`config.mk`:
```
export PLATFORM = sky130hd
export DESIGN_NAME = mac_tcdm_arbiter
export DESIGN_NICKNAME = d
export VERILOG_FILES = /design/src/rtl/mac_package.sv /design/src/rtl/mac_rr_picker.sv /design/src/rtl/mac_tcdm_arbiter.sv
export SDC_FILE = /design/constraint.sdc
export NUM_CORES = 1
export LEC_CHECK = 0
export CORE_AREA = 2 2 206 208
export CTS_BUF_LIST = sky130_fd_sc_hd__clkbuf_4 sky130_fd_sc_hd__clkbuf_8 sky130_fd_sc_hd__clkbuf_16
export DETAILED_ROUTE_END_ITERATION = 10
export DIE_AREA = 0 0 208 210
export PLACE_DENSITY = 0.55
export SYNTH_ARGS = -nofsm -noshare
export SYNTH_HDL_FRONTEND = slang
export SYNTH_SLANG_ARGS = --single-unit
export TNS_END_PERCENT = 30
```
`constraint.sdc`:
```
create_clock -name clk_i -period 6.2 [get_ports clk_i]
set_clock_uncertainty 0.1 [all_clocks]
set_input_delay 0.93 -clock clk_i [delete_from_list [all_inputs] [get_ports clk_i]]
set_output_delay 0.93 -clock clk_i [all_outputs]
set_load 0.01 [all_outputs]
```
`src/rtl/mac_package.sv`:
```
// rtl/mac_package.sv - shared types, sizes and requester IDs for the MAC TCDM arbiter
package mac_package;

   localparam int MAC_TCDM_NB_REQ     = 5;
   localparam int MAC_TCDM_ADDR_WIDTH = 32;
   localparam int MAC_TCDM_DATA_WIDTH = 32;

   typedef enum logic [2:0] {
      MAC_REQ_A   = 3'd0,
      MAC_REQ_B   = 3'd1,
      MAC_REQ_C   = 3'd2,
      MAC_REQ_D   = 3'd3,
      MAC_REQ_DBG = 3'd4
   } mac_req_id_e;

   typedef struct packed {
      logic [MAC_TCDM_ADDR_WIDTH-1:0]   add;
      logic                             wen;
      logic [MAC_TCDM_DATA_WIDTH/8-1:0] be;
      logic [MAC_TCDM_DATA_WIDTH-1:0]   data;
   } tcdm_req_t;

   typedef struct packed {
      logic [MAC_TCDM_DATA_WIDTH-1:0] rdata;
      logic                           rvalid;
   } tcdm_resp_t;

   // Round-robin successor of a granted index, wrapping at nb.
   function automatic int next_ptr(input int sel, input int nb);
      return (sel == nb - 1) ? 0 : sel + 1;
   endfunction

endpackage

```
`src/rtl/mac_rr_picker.sv`:
```
// rtl/mac_rr_picker.sv - combinational cyclic first-one picker starting at ptr
module mac_rr_picker
   import mac_package::*;
#(
   parameter int NB_REQ = MAC_TCDM_NB_REQ,
   parameter int IW     = $clog2(NB_REQ)
) (
   input  logic [NB_REQ-1:0] req,
   input  logic [IW-1:0]     ptr,
   output logic [NB_REQ-1:0] onehot,
   output logic [IW-1:0]     idx,
   output logic              valid
);

   always_comb begin
      int j;
      onehot = '0;
      idx    = '0;
      valid  = 1'b0;
      j      = 0;
      for (int i = 0; i < NB_REQ; i++) begin
         j = (int'(ptr) + i) % NB_REQ;
         if (!valid && req[j]) begin
            valid     = 1'b1;
            idx       = IW'(j);
            onehot[j] = 1'b1;
         end
      end
   end

endmodule

```
`src/rtl/mac_tcdm_arbiter.sv`:
```
// rtl/mac_tcdm_arbiter.sv - round-robin TCDM port sharing with grant lock and ID-routed responses
// Optional debug priority: define MAC_TCDM_ARB_DBG_PRIO_EN.
module mac_tcdm_arbiter
   import mac_package::*;
#(
   parameter int NB_REQ     = MAC_TCDM_NB_REQ,
   parameter int ADDR_WIDTH = MAC_TCDM_ADDR_WIDTH,
   parameter int DATA_WIDTH = MAC_TCDM_DATA_WIDTH
) (
   input  logic                           clk_i,
   input  logic                           rst_i,
   input  logic                           clear_i,
   input  logic                           stall_i,
   input  logic [NB_REQ-1:0]              in_req_i,
   input  logic [NB_REQ*ADDR_WIDTH-1:0]   in_add_i,
   input  logic [NB_REQ-1:0]              in_wen_i,
   input  logic [NB_REQ*DATA_WIDTH/8-1:0] in_be_i,
   input  logic [NB_REQ*DATA_WIDTH-1:0]   in_data_i,
   output logic [NB_REQ-1:0]              in_gnt_o,
   output logic [NB_REQ-1:0]              in_rvalid_o,
   output logic [DATA_WIDTH-1:0]          in_rdata_o,
   output logic                           out_req_o,
   output logic [ADDR_WIDTH-1:0]          out_add_o,
   output logic                           out_wen_o,
   output logic [DATA_WIDTH/8-1:0]        out_be_o,
   output logic [DATA_WIDTH-1:0]          out_data_o,
   input  logic                           out_gnt_i,
   input  logic                           out_rvalid_i,
   input  logic [DATA_WIDTH-1:0]          out_rdata_i,
   output logic                           busy_o,
   output logic [31:0]                    gnt_cnt_o
);

   localparam int IW = $clog2(NB_REQ);
   localparam int BW = DATA_WIDTH / 8;
   localparam logic [IW-1:0] DBG_ID = IW'(NB_REQ - 1);
`ifdef MAC_TCDM_ARB_DBG_PRIO_EN
   localparam bit DBG_PRIO = 1'b1;
`else
   localparam bit DBG_PRIO = 1'b0;
`endif

   logic [IW-1:0]     ptr_q, sel_q, resp_id_q, pick_idx, cur_sel;
   logic              lock_q, resp_pend_q, pick_valid, cur_valid;
   logic              active, dbg_win, stall_sel, grant;
   logic [NB_REQ-1:0] rr_req, pick_onehot, cur_onehot;
   logic [31:0]       gnt_cnt_q;

   // Outputs are forced quiet while reset or clear is applied.
   assign active = !rst_i && !clear_i;
   assign rr_req = stall_i ? '0 : in_req_i;

   mac_rr_picker #(.NB_REQ(NB_REQ), .IW(IW)) u_picker (
      .req    (rr_req),
      .ptr    (ptr_q),
      .onehot (pick_onehot),
      .idx    (pick_idx),
      .valid  (pick_valid)
   );

   // A locked debug selection keeps ignoring stall when priority is enabled.
   assign stall_sel = stall_i && !(DBG_PRIO && (sel_q == DBG_ID));
   assign dbg_win   = DBG_PRIO && !lock_q && in_req_i[NB_REQ-1];

   always_comb begin
      cur_sel    = pick_idx;
      cur_valid  = pick_valid;
      cur_onehot = pick_onehot;
      if (lock_q) begin
         cur_sel    = sel_q;
         cur_valid  = in_req_i[sel_q] && !stall_sel;
         cur_onehot = NB_REQ'(1) << sel_q;
      end else if (dbg_win) begin
         cur_sel    = DBG_ID;
         cur_valid  = 1'b1;
         cur_onehot = NB_REQ'(1) << DBG_ID;
      end
   end

   assign out_req_o = active && cur_valid;
   assign grant     = out_req_o && out_gnt_i;

   always_comb begin
      int s;
      s = int'(cur_sel);
      out_add_o  = '0;
      out_wen_o  = 1'b0;
      out_be_o   = '0;
      out_data_o = '0;
      if (out_req_o) begin
         out_add_o  = in_add_i[s*ADDR_WIDTH +: ADDR_WIDTH];
         out_wen_o  = in_wen_i[s];
         out_be_o   = in_be_i[s*BW +: BW];
         out_data_o = in_data_i[s*DATA_WIDTH +: DATA_WIDTH];
      end
   end

   assign in_gnt_o    = grant ? cur_onehot : '0;
   assign in_rvalid_o = (active && out_rvalid_i && resp_pend_q) ? (NB_REQ'(1) << resp_id_q) : '0;
   assign in_rdata_o  = active ? out_rdata_i : '0;
   assign busy_o      = lock_q | resp_pend_q;
   assign gnt_cnt_o   = gnt_cnt_q;

   always_ff @(posedge clk_i or posedge rst_i) begin
      if (rst_i) begin
         ptr_q       <= '0;
         lock_q      <= 1'b0;
         sel_q       <= '0;
         resp_pend_q <= 1'b0;
         resp_id_q   <= '0;
         gnt_cnt_q   <= '0;
      end else if (clear_i) begin
         ptr_q       <= '0;
         lock_q      <= 1'b0;
         sel_q       <= '0;
         resp_pend_q <= 1'b0;
         resp_id_q   <= '0;
         gnt_cnt_q   <= '0;
      end else begin
         resp_pend_q <= grant;
         if (grant) begin
            resp_id_q <= cur_sel;
            gnt_cnt_q <= gnt_cnt_q + 32'd1;
            lock_q    <= 1'b0;
            if (!(DBG_PRIO && (cur_sel == DBG_ID)))
               ptr_q <= IW'(next_ptr(int'(cur_sel), NB_REQ));
         end else if (out_req_o) begin
            lock_q <= 1'b1;
            sel_q  <= cur_sel;
         end else if (!(lock_q && stall_sel)) begin
            lock_q <= 1'b0;
         end
      end
   end

endmodule

```
Yosys cells after proc, flatten, opt, wreduce, memory -nomap -nowiden
Cells that the tools add are included.

Register bits: 43. Logic and storage cells: 138. Bits of input ports: 388. Output and inout port bits: 145.

Shift-type cells: 5. Add/sub/neg operators: 6. Divide/modulo/power cells: 5. Order comparisons: 12. Reductions and logical operators: 26. Bitwise operators: 5. Eq/ne operators: 3. Muxes and demuxes: 70.

Operators by type and width (count): $shiftx A160 B9 Y32 (2); $ge A32 B1 Y1 const B (5); $lt A32 B5 Y1 const B (5); $mux W32 (5); $mod A32 B4 Y32 const B (4); $mux W5 (9); $mux W3 (14); $add A32 B1 Y32 const B (1); $mod A4 B4 Y32 const B (1); $mux W1 (29); $bmux W1 S3 (7); $or A5 B5 Y5 (4); $shiftx A20 B6 Y4 (1); $logic_and A1 B1 Y1 (16); $demux W1 S3 (5); $shl A1 B3 Y5 const A (2); $add A3 B2 Y4 const B (2); $lt A3 B4 Y1 const B (2); $logic_not A1 Y1 (7); $add A3 B1 Y4 const B (1); $add A3 B3 Y4 const B (1); $mux W4 (1); $ne A4 B4 Y1 const B (1); $reduce_bool A2 Y1 (2); other kinds (5) (5).

Depth between registers and ports, before layout
Gate-level depths: netlist (run 1).

Depth after elaboration: 22. Mapped depth: 26. Gate-level depth less buffers: 22.

By module
Synthesis (run 1) repeated with hierarchy kept, for this count alone.

Cell total of the unflattened synthesis: 902. Area, all modules: 7663.6 µm².

By module, submodules not included: mac_tcdm_arbiter (cells each 561, seq. area each 1076.0 µm², area an instance 5362.6 µm², times used 1); mac_rr_picker (cells each 341, seq. area each 0.0 µm², area an instance 2301.0 µm², times used 1).

Least setup slack after synthesis (run 1)
Ideal clock, no wire load.

Path kind: register to output. Start: register ptr_q[0]. End: output port out_add_o[13]. Path slack: 0.063 ns. Cell stages (with the launch flop): 22. Buffers on the path: 6. Data arrival time: 5.107 ns. Data required time: 5.170 ns. Cells stage by stage: dfrtp_1 buf_2 clkinv_1 clkbuf_1 ha_1 buf_2 inv_1 buf_1 nand2_1 ha_1 nor2b_1 a2bb2oi_1 a31oi_1 a2111oi_4 nor2_1 nand3b_2 o31ai_2 a21oi_2 nor2_2 buf_2 buf_2 a221o_1.

Cells in the longest elaborated chain, start to end: 20. Elaborated cells on any way between the ends: 47. Those cells by class: add/sub: 4; div: 5; shift: 1; mux: 28; reduce/logical: 9.

RTL lines: start: declaration (line mac_tcdm_arbiter.sv:43) `logic [IW-1:0] ptr_q, sel_q, resp_id_q, pick_idx, cur_sel;`; start signal: assignment (line mac_tcdm_arbiter.sv:126) `ptr_q <= IW'(next_ptr(int'(cur_sel), NB_REQ));`; branches (longest 19 deep; another with $mod A32 B4 Y32); $mux W32 (*) (line mac_tcdm_arbiter.sv:90) `if (out_req_o) begin`; end: declaration (line mac_tcdm_arbiter.sv:23) `output logic [ADDR_WIDTH-1:0] out_add_o,`.

Mark *: on every way between the ends. The select of a mux whose other input is x is not followed.

Worst setup path in the final report (run 1)
Start: register ptr_q[0]. End: output port out_data_o[30].

Cells in the longest elaborated chain, start to end: 20. Elaborated cells on any way between the ends: 47. Those cells by class: add/sub: 4; div: 5; shift: 1; mux: 28; reduce/logical: 9.

RTL lines: branches (longest 19 deep; another with $mod A32 B4 Y32); $mux W32 (*) (line mac_tcdm_arbiter.sv:90); end: declaration (line mac_tcdm_arbiter.sv:26) `output logic [DATA_WIDTH-1:0] out_data_o,`.

Marks and branches as above.

==> impl_summary.txt, run 1 <==
----------------------------------------------------
[Pwr]
  Max rail drop VDD ... between 0.6 and 0.7 mV
  Pleak ... 6.57 nW
  Cell Pwr Density ... about 530 nW/um^2

[Route]
  Uppermost layer routed ... met5
  Count of antenna-violating nets left after detailed routing ... 0
  Via count ... 13,935
  First-pass detailed-route iteration total ... 6
  Wirelength per Cell ... 25.4 um
  Met3 wirelength from detailed routing ... 4440 um
  Met2 WL ... 30,800 um
  Mean number of vias per cell ... 5.72
  Number of DRC violations after detailed routing ... 0
  Wire length on met1 ... approximately 25,000 um
  Violation count after the first detailed-route iteration ... 1,526
  Post-detailed-routing wire length ... approximately 62,000 um

[Clock network]
  Clock tree root buffer cell ... sky130_fd_sc_hd__clkbuf_16
  CTS H-tree lvls ... 2
  Clk sink count ... 43
  Number of buffers created by CTS ... 5
  Worst-skew pair later-pin latency ... 0.29 ns
  Clock tree from TritonCTS ... built
  Clock-pin slew on the worst setup and hold paths ... 0.06 ns
  Buffers from clock root to sink, at most ... 2

[Layout]
  Final layout net count ... about 2,300
  Fin cells ... 2,435
  Layout cell share with drive strength beyond 1 ... 0.142
  Synthesis-to-layout area growth ... 70.3%

[Yosys]
  Post-Synthesis Cell Area ... 10,000 sq um
  Area fraction in compound gates after synthesis ... 0.400
  Most frequent cell after synthesis ... sky130_fd_sc_hd__o21ai_0
  Post-synth top area share ... 0.107
  Most used DFF post-synth ... sky130_fd_sc_hd__dfrtp_1
  Synthesized netlist net count ... 1,803
  Sequential element share of the synthesized area ... 0.107
  Total of warnings raised by yosys ... 0
  Mux cell area share after synthesis ... 0.158
  Post-synthesis cell type with the largest combined area ... sky130_fd_sc_hd__dfrtp_1
  Top area cells in the synthesized netlist ... sky130_fd_sc_hd__dfrtp_1, sky130_fd_sc_hd__mux2_2, sky130_fd_sc_hd__o21ai_0, sky130_fd_sc_hd__mux2i_1, sky130_fd_sc_hd__a221o_1
  Post-synthesis share of cell area spent on xor and xnor gates ... 0.0297
  Adder-cell area share of the yosys netlist ... 0.0337
  Main combinational cell family by area after synthesis ... compound AO/OA/AOI/OAI gates
  Gate count after technology mapping ... 1,388
  Synth Area in Simple Gates ... 0.198
  Seq cells post-synth ... 43
  EDFF count, synth ... 0
  Cell variety after synth ... a little over 90
  Syn_area_per_cell ... 7.22 sq um
  Leading post-synthesis cells by instance count ... sky130_fd_sc_hd__o21ai_0, sky130_fd_sc_hd__nand2_1, sky130_fd_sc_hd__a21oi_1, sky130_fd_sc_hd__clkbuf_1
  Share of async-settable or async-resettable flops after synthesis ... 1.00

[Place]
  Number of buffers added on ports ... 532
  Hpwl dp ... roughly 47,000 um
  Minimum setup slack after placement ... -0.0789 ns
  Post-placement cell count ... 2,410
  Weighted congestion at the end of routability-driven global placement ... 0.936

[GRT]
  Number of antenna violations at the first check in global routing ... 5
  Pin count of the biggest net entering global routing ... 144
  Total gr overflow ... 0
  Number of global-route vias before repair ... 13,274
  Global Route Usage Sum ... 0.262
  Wire length of the first global-routing pass ... 89,000 um

[Setup path]
  Data arrival at the endpoint of the critical path ... 5.11 ns
  Reg-to-Reg Start ... ptr_q[0]$_DFFE_PP0P_
  Type of the setup path with the least slack ... flip-flop to output port
  Maximum fanout along the worst path ... 69
  Worst EP required ... 5.17 ns
  Cell-by-cell trace of the critical path ... inv_2 -> ha_1 -> inv_1 -> ha_1 -> inv_1 -> ha_1 -> inv_1 -> ha_1 -> nor2b_4 -> o21ai_2 -> a2111oi_2 -> a21oi_1 -> o21ai_2 -> o221a_4 -> nand3_2 -> and4_4 -> buf_16 -> o21ai_0 -> o211ai_1 -> a221o_1 -> clkdlybuf4s50_1
  Kind of launch point of the worst setup path ... flip-flop
  Launch point of the worst path ... ptr_q[0]$_DFFE_PP0P_
  Critical Path End Type ... output port
  Biggest cell delay along the critical path ... between 0.5 and 0.6 ns
  Slowest cell on the critical path ... sky130_fd_sc_hd__clkdlybuf4s50_1
  Critical Path Most Common Cell ... sky130_fd_sc_hd__ha_1

[Floorplan]
  Area of the die ... 43,700 sq um
  Standard-cell row count ... 75
  Die outline height ... 210 um
  Number of ports placed on the die boundary ... 533
  Area of the core ... 41,500 sq um
  Die boundary width ... about 210 um
  Initial Util ... 0.242

[Run]
  Number of max-cap violations ... 0

[Timing]
  Final max-slew violation count ... 0
  Achievable clock frequency ... between 150 and 200 MHz
  Min cycle time layout ... 6.14 ns
  Relative slew slack ... 0.197
  Worst-margin pin slew ... approximately 1.2 ns
  Final Hold Viols ... 0
  Period utilization ... 0.990
  Post-route worst setup slack ... 0.0595 ns
  Unrepaired setup endpoints after global routing ... yes
  Finish-stage setup viols ... 0

[Worst hold path]
  Type of the most critical hold path ... flip-flop to flip-flop
  Hold path start ... resp_id_q[1]$_DFFE_PP0P_

[Status]
  Run status ... completed

----------------------------------------------------
==> final timing paths <==
path	cells after the start	end	slack (ns)
min in group asynchronous	3	resp_pend_q$_DFF_PP0_	1.17
max	21	out_data_o[30]	0.06
max reg2reg	21	gnt_cnt_o[22]$_DFFE_PP0P_	1.40
min reg2reg	2	resp_id_q[1]$_DFFE_PP0P_	0.44
max in group asynchronous	3	ptr_q[2]$_DFFE_PP0P_	4.39
min	2	resp_id_q[1]$_DFFE_PP0P_	0.44
==> routing by layer <==
layer	global-route usage	vias to the layer above
met5	0	-
li1	-	6345
met2	0.463	729
met3	0.0463	69
met4	0.0589	2
met1	0.332	6790
==> per-stage QoR <==
stage	TNS [ns]	utilization	cell area [sq um]	total power, mW	hold slack [ns]
6_report	0	0.412	17100	8.98	0.445
5_1_grt	-1.28	0.412	17100	9.55	0.468
4_1_cts	0	0.401	16600	8.64	0.447
3_5_place_dp	-0.176	0.392	16300	7.94	0.437
3_3_place_gp	0	0.392	16300	7.93	0.433
2_1_floorplan	0	-	10000	4.96	0.412
==> power breakdown <==
group          internal [mW]  total, mW  switching, mW
Combinational           3.71       8.34           4.63
Sequential             0.307      0.375         0.0674
Clock                  0.156      0.261          0.104
Total                   4.18       8.98           4.80
==> cell families (layout without fill, tap and decap cells) <==
logic type	Yosys count	in the layout
AO/OA/AOI/OAI	583	584
AND/OR/NAND/NOR	389	389
XOR/XNOR	34	34
adder cells (fa/ha/maj)	27	27
other	0	5
buffers and inverters	164	666
multiplexers	148	148
flip-flops	43	43
==> final cells by class <==
class	instances	area (sq um)
Multi-Input combinational cell	1182	8570
Inverter	30	113
Timing Repair Buffer	629	6490
Sequential cell	43	1080
Fill cell	4202	24400
Clock buffer	7	140
Tap cell	539	674
Antenna cell	5	12.5
==> registers in the layout (all words and copies together), names as in the netlist <==
signal,flops
gnt_cnt_o,32
lock_q,1
ptr_q,3
resp_id_q,3
resp_pend_q,1
sel_q,3
==> cells in the final DEF, fill, tap and decap left out, types with 7 or more instances in the layout <==
cell and instances:
sky130_fd_sc_hd__clkdlybuf4s50_1 488, sky130_fd_sc_hd__dfrtp_1 40, sky130_fd_sc_hd__nand3_1 27, sky130_fd_sc_hd__nor2_1 61, sky130_fd_sc_hd__o21ai_0 138, sky130_fd_sc_hd__nor3_1 24
sky130_fd_sc_hd__xnor2_1 20, sky130_fd_sc_hd__a31oi_1 7, sky130_fd_sc_hd__nand2b_1 18, sky130_fd_sc_hd__mux2_2 73, sky130_fd_sc_hd__o21ai_1 26, sky130_fd_sc_hd__o211ai_1 70
sky130_fd_sc_hd__nand3b_1 7, sky130_fd_sc_hd__a22oi_1 72, sky130_fd_sc_hd__or3_1 10, sky130_fd_sc_hd__buf_4 72, sky130_fd_sc_hd__inv_1 23, sky130_fd_sc_hd__nor2b_1 10
sky130_fd_sc_hd__nand4_1 12, sky130_fd_sc_hd__xor2_1 13, sky130_fd_sc_hd__mux2i_1 72, sky130_fd_sc_hd__and2_1 34, sky130_fd_sc_hd__a21oi_1 114, sky130_fd_sc_hd__buf_12 14
sky130_fd_sc_hd__o31ai_1 7, sky130_fd_sc_hd__nand2_1 122, sky130_fd_sc_hd__a211o_1 7, sky130_fd_sc_hd__dlymetal6s2s_1 43, sky130_fd_sc_hd__a221o_1 63, sky130_fd_sc_hd__nor4_1 9
sky130_fd_sc_hd__ha_1 20
==> critical path: cells and delay by family, from the launching register on <==
kind	cells	cell delay, ns
AOI/OAI and AO/OA	8	1.88
DFF	1	0.41
adders and majority gates	4	0.92
and+or+nand+nor	3	0.55
buffers and inverters	6	1.01
==> what timing repair did <==
item                                    4_1_cts  5_1_grt
resized for setup                            29      106
gates cloned                                  2        2
buffers inserted                              2        7
hold buffers                                  0        0
pin swaps                                     8       34
endpoints found under the setup margin       70       72
(Power assumes the default switching activity.)
==> run 2, diff against run 1 <==
- CELL_PAD_IN_SITES_DETAIL_PLACEMENT: not set -> 1
- CELL_PAD_IN_SITES_GLOBAL_PLACEMENT: not set -> 2
- CORE_AREA: 2 2 206 208 -> not set
- CORE_UTILIZATION: not set -> 19
- DIE_AREA: 0 0 208 210 -> not set
- PLACE_DENSITY: 0.55 -> 0.79
==> run 2 against run 1 <==
Effect of this change: clock-buffer cell count down 1; routed wire length up 3.2%; clock power up 19%; cell count up 7.7%.
==> impl_summary.txt, run 2 (synthesis gave the netlist of run 1 again) <==
----------------------------------------------------
[Place]
  Minimum setup slack after placement ... -0.138 ns (was -0.0789 ns)
  Post-placement cell count ... 2,583 (was 2,410)
  Number of buffers added on ports ... 532 (unchanged)
  Hpwl dp ... 48,800 um (was 47,100 um)
  Weighted congestion at the end of routability-driven global placement ... 0.921 (was 0.936)
  Instance area at placement ... 16,800 sq um (was 16,300 sq um)

[Setup path]
  Data arrival at the endpoint of the critical path ... 5.10 ns (was 5.11 ns)
  Biggest cell delay along the critical path ... 0.53 ns (about the same)
  Kind of launch point of the worst setup path ... flip-flop (unchanged)
  Slowest cell on the critical path ... sky130_fd_sc_hd__clkdlybuf4s50_1 (unchanged)
  Maximum fanout along the worst path ... 13 (was 69)
  Reg-to-Reg Start ... ptr_q[0]$_DFFE_PP0P_ (unchanged)
  R2R setup slack ... 1.24 ns (was 1.40 ns)
  Cell-by-cell trace of the critical path ... clkinv_1 -> buf_4 -> ha_1 -> inv_2 -> ha_1 -> or3_1 -> o211ai_2 -> o2bb2ai_4 -> and4_1 -> nor3_4 -> buf_4 -> o221ai_4 -> nand3_4 -> nor2_2 -> nand2_1 -> or3_1 -> a311oi_2 -> buf_4 -> clkdlybuf4s50_1 (was inv_2 -> ha_1 -> inv_1 -> ha_1 -> inv_1 -> ha_1 -> inv_1 -> ha_1 -> nor2b_4 -> o21ai_2 -> a2111oi_2 -> a21oi_1 -> o21ai_2 -> o221a_4 -> nand3_2 -> and4_4 -> buf_16 -> o21ai_0 -> o211ai_1 -> a221o_1 -> clkdlybuf4s50_1)
  R2R depth ... 20 (was 21)
  FF-to-FF End ... gnt_cnt_o[22]$_DFFE_PP0P_ (unchanged)
  Worst EP required ... 5.17 ns (about the same)
  Type of the setup path with the least slack ... flip-flop to output port (unchanged)
  Critical Path End Type ... output port (unchanged)
  Critical Path Most Common Cell ... sky130_fd_sc_hd__buf_4 (was sky130_fd_sc_hd__ha_1)

[Clock network]
  Clk sink count ... 43 (unchanged)
  Worst-skew pair later-pin latency ... 0.28 ns (was 0.29 ns)
  Clock-pin slew on the worst setup and hold paths ... 0.06 ns (about the same)
  Buffers from clock root to sink, at most ... 2 (unchanged)
  Clock tree root buffer cell ... sky130_fd_sc_hd__clkbuf_16 (unchanged)
  CTS H-tree lvls ... 2 (unchanged)
  Number of hold-repair buffers added at the cts stage ... 0 (unchanged)
  Number of buffers created by CTS ... 5 (unchanged)
  Clock tree from TritonCTS ... built (unchanged)

[Floorplan]
  Standard-cell row count ... 83 (was 75)
  Area of the die ... 53,700 sq um (was 43,700 sq um)
  Number of ports placed on the die boundary ... 533 (unchanged)
  Initial Util ... 0.194 (was 0.242)
  Die boundary width ... 232 um (was 208 um)
  Area of the core ... 51,700 sq um (was 41,500 sq um)
  Die outline height ... 232 um (was 210 um)

[Route]
  Via count ... 14,005 (was 13,935)
  First-pass detailed-route iteration total ... 5 (was 6)
  Wirelength per Cell ... 24.3 um (was 25.4 um)
  Number of DRC violations after detailed routing ... 0 (unchanged)
  Count of antenna-violating nets left after detailed routing ... 0 (unchanged)
  Violation count after the first detailed-route iteration ... 856 (was 1,526)
  Post-detailed-routing wire length ... 63,800 um (was 61,800 um)
  Mean number of vias per cell ... 5.34 (was 5.72)

[Pwr]
  Pleak ... 6.64 nW (was 6.57 nW)
  Max rail drop VDD ... 0.351 mV (was 0.612 mV)
  Cell Pwr Density ... 529 nW/um^2 (was 526 nW/um^2)

[Layout]
  Final layout net count ... 2,345 (was 2,306)
  Post-route cell area ... 17,600 sq um (was 17,100 sq um)
  Flip-flop count of the largest register, all copies and words added ... 32 (unchanged)
  Synthesis-to-layout area growth ... 76.0% (was 70.3%)
  Leading cell types in the layout, fill and taps excluded ... sky130_fd_sc_hd__clkdlybuf4s50_1, sky130_fd_sc_hd__o21ai_0, sky130_fd_sc_hd__nand2_1 (unchanged)
  Fin cells ... 2,622 (was 2,435)
  Layout cell share with drive strength beyond 1 ... 0.161 (was 0.142)
  Most common cell after layout, fill and taps aside ... sky130_fd_sc_hd__clkdlybuf4s50_1 (unchanged)

[Timing]
  Final max-slew violation count ... 0 (unchanged)
  Min cycle time layout ... 6.13 ns (was 6.14 ns)
  Finish-stage setup viols ... 0 (unchanged)
  Total Negative Setup Slacks ... 0 ns (unchanged)
  Final Hold Viols ... 0 (unchanged)
  Period utilization ... 0.988 (was 0.990)
  Achievable clock frequency ... 163 MHz (about the same)
  Final-layout worst hold slack ... 0.476 ns (was 0.445 ns)
  Post-route worst setup slack ... 0.0744 ns (was 0.0595 ns)
  Unrepaired setup endpoints after global routing ... yes (unchanged)
  Worst-margin pin slew ... 0.994 ns (was 1.20 ns)
  Relative slew slack ... 0.337 (was 0.197)

[GRT]
  Global Route Usage Sum ... 0.221 (was 0.262)
  Number of antenna violations at the first check in global routing ... 14 (was 5)
  Wire length of the first global-routing pass ... 92,500 um (was 89,000 um)
  Number of global-route vias before repair ... 14,638 (was 13,274)
  Pin count of the biggest net entering global routing ... 60 (was 144)
  Total gr overflow ... 0 (unchanged)

[Worst hold path]
  Endpoint of the worst hold path ... gnt_cnt_o[22]$_DFFE_PP0P_ (was resp_id_q[1]$_DFFE_PP0P_)
  Hold path start ... gnt_cnt_o[22]$_DFFE_PP0P_ (was resp_id_q[1]$_DFFE_PP0P_)
  Type of the most critical hold path ... flip-flop to flip-flop (unchanged)
  Worst hold path cell count ... 2 (unchanged)

[Run]
  Number of max-cap violations ... 0 (unchanged)

[Status]
  Run status ... completed (unchanged)

----------------------------------------------------
[run 2: report_power, final]
part | switching [mW] | total (mW) | internal [mW]
Clock | 0.111 | 0.311 | 0.200
Sequential | 0.131 | 0.436 | 0.306
Combinational | 4.74 | 8.58 | 3.84
Total | 4.98 | 9.33 | 4.35
[run 2: worst max path at each step]
stage | from | to | slack (ns) | depth (start not counted)
after floorplan | ptr_q[0]$_DFFE_PP0P_ | out_add_o[13] | 0.06 | 21
after global placement | stall_i | out_add_o[20] | -0.13 | 16
after detailed placement | ptr_q[0]$_DFFE_PP0P_ | in_gnt_o[4] | -0.14 | 20
after CTS | ptr_q[0]$_DFFE_PP0P_ | in_gnt_o[4] | -0.02 | 20
after global routing | ptr_q[0]$_DFFE_PP0P_ | in_gnt_o[4] | -0.19 | 19
final | ptr_q[0]$_DFFE_PP0P_ | in_gnt_o[4] | 0.07 | 19
[run 2: cell type report]
cell class / instances / area (sq um)
Fill cell: 6200 / 34100
Multi-Input combinational cell: 1181 / 8630
Timing Repair Buffer: 669 / 6770
Sequential cell: 43 / 1080
Tap cell: 680 / 851
Clock buffer: 6 / 139
Inverter: 30 / 113
Clock inverter: 2 / 35.0
Antenna cell: 11 / 27.5
[run 2: metal layers]
metal	vias up	routed length [um]	track usage
li1	6434	-	-
met1	6978	26300	0.267
met2	513	32200	0.401
met3	74	3840	0.0359
met4	6	1450	0.0574
met5	-	28	0
[run 2: critical path, delay by kind of cell, from the launching register on]
family | cells | cell delay [ns]
AND/OR/NAND/NOR | 7 | 1.60
buffers and inverters | 6 | 1.23
AO/OA/AOI/OAI | 4 | 1.06
adder cells (fa/ha/maj) | 2 | 0.57
flip-flops | 1 | 0.36
[run 2: what timing repair did]
item	CTS	global route
buffers inserted	6	11
setup endpoints to repair	74	74
cloned	1	2
pin swaps	6	15
resized for setup	72	82
[run 2: per-stage QoR]
stage / utilization / power [mW]
6_report: 0.341 / 9.33
5_1_grt: 0.341 / 9.98
3_5_place_dp: 0.324 / 8.38
4_1_cts: 0.331 / 8.93
2_1_floorplan: - / 4.96
3_3_place_gp: 0.324 / 8.26
==> run 3, diff against run 2 <==
- ABC_CLOCK_PERIOD_IN_PS: not set -> 6200
- CAP_MARGIN: not set -> 20
==> results of run 3 <==
Final layout, timing and power as in run 2 (identical DEF).
